`config.mk`:
```
export PLATFORM = sky130hd
export DESIGN_NAME = systolic_sched
export DESIGN_NICKNAME = d
export VERILOG_FILES = /design/src/rtl/systolic_sched.sv
export SDC_FILE = /design/constraint.sdc
export NUM_CORES = 1
export LEC_CHECK = 0
export ABC_AREA = 1
export CAP_MARGIN = 20
export CORE_ASPECT_RATIO = 1.4
export CORE_MARGIN = 5
export CORE_UTILIZATION = 50
export CTS_CLUSTER_DIAMETER = 80
export CTS_CLUSTER_SIZE = 24
export DETAILED_ROUTE_END_ITERATION = 10
export PLACE_DENSITY = 0.74
export SLEW_MARGIN = 20
export SYNTH_ARGS = -nofsm -noshare
export SYNTH_HDL_FRONTEND = slang
export SYNTH_SLANG_ARGS = --single-unit
export TNS_END_PERCENT = 20
```
`constraint.sdc`:
```
create_clock -name clk -period 1.8 [get_ports clk]
set_clock_uncertainty 0.15 [all_clocks]
set_input_delay 0.18 -clock clk [delete_from_list [all_inputs] [get_ports clk]]
set_output_delay 0.18 -clock clk [all_outputs]
set_load 0.005 [all_outputs]
```
`src/rtl/systolic_sched.sv`:
```
// ---------------------------------------------------------------------------
// systolic_sched
// Sequencer for the systolic datapath. Runs a job of num_tiles weight tiles
// back-to-back. The first tile's weights are preloaded. Each later tile's
// weights are loaded into the shadow buffer while the current tile's inputs
// stream. After the last tile the output pipeline drains, then done pulses.
//
// Ports
//   clk            in   clock, rising edge
//   rst            in   asynchronous active-low reset
//   start          in   job start pulse, accepted only in IDLE
//   abort          in   synchronous abort, overrides every other event
//   num_tiles      in   tile count, captured on start
//   w_done         in   datapath weight counter reached SYS_ROWS-1
//   if_done        in   datapath input counter reached A_ROWS-1
//   w_buffer_read  out  pop weight buffer
//   if_buffer_read out  pop input buffer
//   clr_w          out  hold/clear datapath weight counter
//   clr_if         out  hold/clear datapath input counter
//   switch         out  one-cycle swap of shadow/active weights
//   of_valid       out  output row valid (if_buffer_read delayed LAT cycles)
//   busy           out  sequencer not idle
//   done           out  one-cycle job completion pulse
//   tile_idx       out  index of the tile being streamed
// ---------------------------------------------------------------------------
module systolic_sched #(
   parameter int unsigned SYS_ROWS = 16,
   parameter int unsigned SYS_COLS = 16,
   parameter int unsigned A_ROWS   = 64,
   parameter int unsigned TILE_W   = 8
) (
   input  logic              clk,
   input  logic              rst,
   input  logic              start,
   input  logic              abort,
   input  logic [TILE_W-1:0] num_tiles,
   input  logic              w_done,
   input  logic              if_done,
   output logic              w_buffer_read,
   output logic              if_buffer_read,
   output logic              clr_w,
   output logic              clr_if,
   output logic              switch,
   output logic              of_valid,
   output logic              busy,
   output logic              done,
   output logic [TILE_W-1:0] tile_idx
);

   localparam int unsigned LAT    = SYS_ROWS + SYS_COLS - 1;
   localparam int unsigned DCNT_W = $clog2(LAT + 1);

   // The next tile's weights must finish loading before the current stream ends.
   if (A_ROWS < SYS_ROWS) begin : g_cfg_check
      $error("systolic_sched: A_ROWS must be >= SYS_ROWS");
   end

   typedef enum logic [2:0] {
      S_IDLE    = 3'd0,
      S_PRELOAD = 3'd1,
      S_SWAP    = 3'd2,
      S_STREAM  = 3'd3,
      S_DRAIN   = 3'd4
   } state_t;

   state_t            state, state_d;
   logic [TILE_W-1:0] tiles_left, tiles_left_d;
   logic [TILE_W-1:0] tile_idx_d;
   logic [DCNT_W-1:0] drain_cnt, drain_cnt_d;
   logic              w_ready, w_ready_d;
   logic              done_d;
   logic              w_rd_d, if_rd_d, switch_d, busy_d;
   logic [LAT-1:0]    of_pipe;

   // Next-state logic; outputs are decoded from the next state so they register
   // alongside it.
   always_comb begin
      state_d      = state;
      tiles_left_d = tiles_left;
      tile_idx_d   = tile_idx;
      drain_cnt_d  = drain_cnt;
      w_ready_d    = w_ready;
      done_d       = 1'b0;

      case (state)
         S_IDLE: begin
            if (start) begin
               if (num_tiles != '0) begin
                  tiles_left_d = num_tiles;
                  tile_idx_d   = '0;
                  w_ready_d    = 1'b0;
                  state_d      = S_PRELOAD;
               end else begin
                  done_d = 1'b1;
               end
            end
         end
         S_PRELOAD: begin
            if (w_done) state_d = S_SWAP;
         end
         S_SWAP: begin
            // tiles_left counts tiles still to be swapped in after this one.
            tiles_left_d = tiles_left - TILE_W'(1);
            w_ready_d    = 1'b0;
            state_d      = S_STREAM;
         end
         S_STREAM: begin
            if (w_done && (tiles_left != '0)) w_ready_d = 1'b1;
            if (if_done) begin
               if (tiles_left != '0) begin
                  tile_idx_d = tile_idx + TILE_W'(1);
                  state_d    = S_SWAP;
               end else begin
                  drain_cnt_d = '0;
                  state_d     = S_DRAIN;
               end
            end
         end
         S_DRAIN: begin
            if (drain_cnt == DCNT_W'(LAT - 1)) begin
               done_d  = 1'b1;
               state_d = S_IDLE;
            end else begin
               drain_cnt_d = drain_cnt + DCNT_W'(1);
            end
         end
         default: state_d = S_IDLE;
      endcase

      if (abort) begin
         state_d    = S_IDLE;
         done_d     = 1'b0;
         tile_idx_d = tile_idx;
      end

      // Weight reads: whole of PRELOAD, and the head of STREAM while a further
      // tile remains and its weights are not yet in.
      w_rd_d   = (state_d == S_PRELOAD) ||
                 ((state_d == S_STREAM) && (tiles_left_d != '0) && !w_ready_d);
      if_rd_d  = (state_d == S_STREAM);
      switch_d = (state_d == S_SWAP);
      busy_d   = (state_d != S_IDLE);
   end

   // State, bookkeeping and output registers.
   always_ff @(posedge clk or negedge rst) begin
      if (!rst) begin
         state          <= S_IDLE;
         tiles_left     <= '0;
         tile_idx       <= '0;
         drain_cnt      <= '0;
         w_ready        <= 1'b0;
         done           <= 1'b0;
         w_buffer_read  <= 1'b0;
         if_buffer_read <= 1'b0;
         clr_w          <= 1'b1;
         clr_if         <= 1'b1;
         switch         <= 1'b0;
         busy           <= 1'b0;
         of_pipe        <= '0;
      end else begin
         state          <= state_d;
         tiles_left     <= tiles_left_d;
         tile_idx       <= tile_idx_d;
         drain_cnt      <= drain_cnt_d;
         w_ready        <= w_ready_d;
         done           <= done_d;
         w_buffer_read  <= w_rd_d;
         if_buffer_read <= if_rd_d;
         clr_w          <= !w_rd_d;
         clr_if         <= !if_rd_d;
         switch         <= switch_d;
         busy           <= busy_d;
         // Output-valid latency line; abort drops rows still in flight.
         if (abort) of_pipe <= '0;
         else       of_pipe <= (of_pipe << 1) | LAT'(if_buffer_read);
      end
   end

   assign of_valid = of_pipe[LAT-1];

endmodule

```
==> flow_summary.toml, run 1 <==
[outcome]
status = "finished with violations"
violations = "negative setup slack"

[timing]
setup_ws_ns = -0.0229
maxSlewViolCount = 0
max_freq_ghz = 0.549
post-route-min-period_ns = 1.82
tightestPinTransition_ns = 0.573
rsz0062_at_grt = "yes"
finalSetupViolCount = 3
hold_viol = 0
period_share = 1.01
max_slew_margin = 0.618

[synthesis]
yosysSeqAreaShare = 0.535
synth_most_common_cell = "nand2_1"
ys_types = 35
avgSynthCellArea_um2 = 8.51
syn_inst = 347
syn_nets = 366
async_reset_ff_frac = 1.00
synth_area_um2 = 2950
synth.cells.most_frequent = "65 x nand2_1, 61 x dfrtp_1, 61 x inv_1"
ys_seq_elements = 63
yosysTopAreaCell = "dfrtp_1"
synth_edf_count = 0
synth_area_leaders = "dfrtp_1 52%, nand2_1 8.3%, inv_1 7.8%, nor2_1 7.6%, nand3_1 4.1%"
synth_ff_type = "dfrtp_1"
netlist.area_leader.share = 0.517
yosys_warnings = 0

[final_layout]
fin_nets = 447
drive_above_1_share = 0.245
area_delta_synth_final_pct = 33.2
antenna_cells = 0

[global_routing]
antenna_found_initial = 0
first_global_vias = 2446
grt_pass1_wl_um = 10700
grt-ovfl-total = 0
grt.total_usage = 0.188
grt_max_degree = 29

[clocking]
numCtsBuffers = 9
clk-insertion-delay-late_ns = 0.34
h-tree-depth = 3
cts_tree = "done"
cts_sinks = 63
root_buffer = "clkbuf_8"
path_clk_slew_ns = 0.07
clockBufferDepth = 2

[routing]
wl_um = 6440
ant_nets = 0
firstDrtPassIters = 4
viasPerCell = 4.86
drtIter0Drc = 115
vias = 2447
wl_per_cell_um = 12.8
drc = 0

[setup_path]
path_max_fanout = 3
ff2ff_setup_slack_ns = -0.02
crit_type = "reg -> reg"
rr_endpoint = "drain_cnt[4]"
cp.required_ns = 1.89
start_kind = "register"
r2r_cells = 12
worstReg2RegStart = "tiles_left[0]"
cp-end-kind = "register"
cp_data_arrival_time_ns = 1.91

[floorplan]
core_um2 = 5820
die_w_um = 75.0
start_util = 0.507
ios = 30
die_area_um2 = 7570
num_rows = 33
dieHeight_um = 101

[placed_design]
place_congestion = 0.871
place_ws_ns = -0.224
io_buffer_count = 29
dp_hpwl_um = 4490

[pwr]
p_leak_nw = 1.92
p_per_area_nw_per_um2 = 992
total_power_mw = 3.91
peakVddDrop_v = 0.000896

[hold_path]
min_path_type = "in -> async"

[flow_run]
drv_cap = 0
-- area by class of cell --
cell class	count	area (um^2)
Sequential cell	63	1580
Timing Repair Buffer	74	633
Inverter	67	272
Tap cell	70	87.6
Multi-Input combinational cell	212	1160
Clock buffer	11	141
Timing Repair inverter	1	6.26
Clock inverter	5	56.3
Fill cell	449	1890
-- power breakdown --
part	switching, mW	internal [mW]	leakage, nW
logic	0.600	0.494	0.986
registers	0.0755	1.52	0.836
clock network	0.537	0.677	0.0997
-- flip-flops by register name, summed over array words and instances (netlist names) --
signal	flops
tiles_left	8
state	3
w_buffer_read	1
w_ready	1
tile_idx	8
of_pipe	31
done	1
clr_if	1
if_buffer_read	1
switch	1
clr_w	1
busy	1
drain_cnt	5
-- routing by layer --
| metal | track usage | vias up | routed length (um) |
|---|---|---|---|
| met2 | 0.304 | 38 | 3440 |
| met4 | 0.0932 | 0 | 157 |
| met5 | 0 | - | 0 |
| met3 | 0.0379 | 12 | 210 |
| li1 | - | 1233 | - |
| met1 | 0.234 | 1164 | 2630 |
-- cell usage in the layout, fill, tap and decap left out, drive strengths merged --
cell           netlist  routed
nand2               68      68
inv                 66      67
nor2                65      65
dfrtp               61      61
buf                  1      45
clkdlybuf4s50        0      28
nand3               26      26
o21ai               13      13
clkbuf               4      11
a21oi                9       9
nand4                7       7
ha                   5       5
xor2                 4       4
nor3                 4       4
clkinv               1       4
xnor2                3       3
o22ai                2       2
dfstp                2       2
nand3b               1       1
o221ai               1       1
o21bai               1       1
a2111oi              1       1
a22o                 1       1
and3                 1       1
bufinv               0       1
clkinvlp             0       1
dlygate4sd3          0       1
-- worst max path at each step --
| stage | from | to | slack (ns) | depth (start not counted) |
|---|---|---|---|---|
| detailed placement | num_tiles[7] | w_buffer_read | -0.22 | 11 |
| CTS | tiles_left[0] | w_buffer_read | -0.02 | 12 |
| global route | state[0] | clr_w | -0.17 | 13 |
| global placement | num_tiles[7] | clr_w | -0.15 | 14 |
| floorplan | tiles_left[0] | drain_cnt[4] | 0.03 | 12 |
| finish | tiles_left[0] | drain_cnt[4] | -0.02 | 12 |
-- stage by stage --
stage | std cells | cell area [um^2] | util | setup TNS, ns | hold slack, ns
3_3_place_gp | 477 | 3580 | 0.614 | -0.632 | 0.0650
3_5_place_dp | 477 | 3580 | 0.614 | -1.70 | 0.0681
5_1_grt | 503 | 3940 | 0.676 | -1.17 | 0.276
6_report | 503 | 3940 | 0.676 | -0.0560 | 0.220
2_1_floorplan | 347 | 2950 | - | 0 | -0.266
4_1_cts | 495 | 3810 | 0.655 | -0.0319 | 0.226
-- cell families (layout without fill, tap and decap cells) --
group | Yosys count | count (layout) | synth area share
flops | 63 | 63 | 0.535
fa+ha+maj | 5 | 5 | 0.0212
xor+xnor | 7 | 7 | 0.0208
buf+inv | 72 | 158 | 0.0978
simple gates | 172 | 172 | 0.262
compound gates | 28 | 28 | 0.0640
-- worst max-delay path, cell delays in order, from the launching register on --
cell and delay (ns):
dfrtp_1 0.39, inv_1 0.10, ha_1 0.16, nand3_1 0.12, nor2_4 0.17, nand3_2 0.10
inv_2 0.07, nor2_2 0.04, inv_2 0.05, and3_4 0.18, nand3_1 0.07, nand2_1 0.08
a21oi_2 0.03
-- repair_timing --
action	in CTS	in global routing
hold endpoints to repair	23	0
setup buffers	1	7
hold buffers	1	0
setup endpoints to repair	10	14
gates resized for setup	6	19
pin swaps	5	10
cloned	0	1
(Power assumes the default switching activity.)
==> run 2, diff against run 1 <==
CAP_MARGIN = unset   (was 20)
CORE_UTILIZATION = 51   (was 50)
PLACE_DENSITY = 0.76   (was 0.74)
==> flow_summary.toml, run 2 (synthesis results as in run 1) <==
[outcome]
status = "finished with violations"
violations = "negative setup slack"

[routing]
wl_um = 6960
ant_nets = 0
drc = 0
viasPerCell = 5.05
drtIter0Drc = 201
vias = 2544
firstDrtPassIters = 4
wl_per_cell_um = 13.8

[pwr]
total_power_mw = 4.19
internal_power_mw = 2.91
p_sw_frac = 0.305
peakVddDrop_v = 0.000706
p_leak_nw = 1.96
p_switching_mw = 1.28
seqPwrFrac = 0.383
combPwrFrac = 0.292
power_frac_clock = 0.324
p_per_area_nw_per_um2 = 1030

[setup_path]
cp-end-kind = "register"
cp.required_ns = 1.87
cp_data_arrival_time_ns = 1.96
crit_type = "reg -> reg"
path_max_fanout = 4
r2r_cells = 12
ff2ff_setup_slack_ns = -0.09
worstReg2RegStart = "tiles_left[1]"
start_kind = "register"
rr_endpoint = "w_buffer_read"

[floorplan]
die_area_um2 = 7440
start_util = 0.531
ios = 30
dieHeight_um = 100
die_w_um = 74.3
core_um2 = 5570
num_rows = 32

[timing]
max_slew_margin = 0.728
hold_ws_ns = 0.219
finalSetupViolCount = 7
rsz0062_at_grt = "yes"
period_share = 1.05
maxSlewViolCount = 0
tightestPinTransition_ns = 0.408
setup_ws_ns = -0.0858
hold_viol = 0
setup_tns_ns = -0.203
post-route-min-period_ns = 1.89
max_freq_ghz = 0.530

[final_layout]
reg.largest.list = "of_pipe: 31 flops, tile_idx: 8 flops, tiles_left: 8 flops"
drive_above_1_share = 0.268
utilization = 0.732
regMostFlops = "of_pipe"
layout_common_cells = "59 x nand2_1, 59 x dfrtp_1, 57 x inv_1"
largest_register_ffs = 31
final_cells = 504
area_delta_synth_final_pct = 37.9
fillerInstances = 403
fin_nets = 450
multi_input_area_um2 = 1230
antenna_cells = 0
regArea_um2 = 1580

[global_routing]
gr-usage-met2 = 0.294
top_usage_layer = "met2"
grt_max_degree = 64
grt-ovfl-total = 0
globalRouteMet3Util = 0.0411
grt_pass1_wl_um = 10500
first_global_vias = 2408
grt.total_usage = 0.185
antenna_found_initial = 0
met1_usage = 0.234

[flow_run]
drv_cap = 0

[clocking]
clk-insertion-delay-late_ns = 0.34
h-tree-depth = 3
root_buffer = "clkbuf_8"
numCtsBuffers = 9
path_clk_slew_ns = 0.07
clockBufferDepth = 2
cts_tree = "done"
cts_sinks = 63

[hold_path]
min_path_type = "in -> async"

[placed_design]
place_inst = 473
dp_hpwl_um = 4300
io_buffer_count = 29
place_congestion = 0.897
## run 2: repair_timing
item,CTS,global route
setup endpoints to repair,6,15
cloned,0,3
pin swaps,7,16
buffers inserted,5,6
endpoints found under the hold margin,63,0
gates resized for setup,10,32
hold buffers,1,0
## run 2: worst max path at each step
stage                  start  cells past startpoint  slack, ns             to
3_3_place_gp    num_tiles[7]                     11      -0.22  w_buffer_read
5_1_grt        tiles_left[4]                     10      -0.17  w_buffer_read
3_5_place_dp    num_tiles[7]                     10      -0.25    tile_idx[0]
4_1_cts             state[0]                     12      -0.02  w_buffer_read
6_report       tiles_left[1]                     12      -0.09  w_buffer_read
2_1_floorplan  tiles_left[0]                     12       0.03   drain_cnt[4]
## run 2: layout make-up
type,count,area share
Clock buffer,11,0.0347
Clock inverter,5,0.0200
Inverter,67,0.0666
Multi-Input combinational cell,213,0.303
Sequential cell,63,0.388
Tap cell,68,0.0209
Timing Repair Buffer,75,0.164
Timing Repair inverter,2,0.00276
## run 2: metrics by stage
stage / setup WS [ns] / instance area (um^2)
2_1_floorplan: 0.0328 / 2950
3_3_place_gp: -0.216 / 3570
3_5_place_dp: -0.248 / 3570
4_1_cts: -0.0221 / 3880
5_1_grt: -0.168 / 4070
6_report: -0.0858 / 4070
## run 2: worst max-delay path, cell delays in order (launching register included)
cell and delay (ns):
dfrtp_1 0.39, inv_2 0.09, buf_4 0.14, ha_4 0.15, nand3_2 0.09, nand2_1 0.07, nand2_1 0.06, nor2_2 0.12
a21oi_2 0.05, nor2_1 0.18, nand3_2 0.12, nand3_2 0.10, nand2_2 0.06
## run 2: power by group through the flow
stage	Sequential [mW]	Combinational [mW]	Clock [mW]
floorplan	1.63	0.478	0
global placement	1.62	0.910	0
detailed placement	1.63	0.929	0
CTS	1.60	1.01	1.37
global route	1.62	1.32	1.45
finish	1.61	1.22	1.36
## run 2: layer usage
| layer | routed length (um) | vias to the layer above |
|---|---|---|
| met5 | 0 | - |
| met4 | 278 | 0 |
| met3 | 302 | 24 |
| met2 | 3530 | 71 |
| met1 | 2850 | 1214 |
| li1 | - | 1235 |
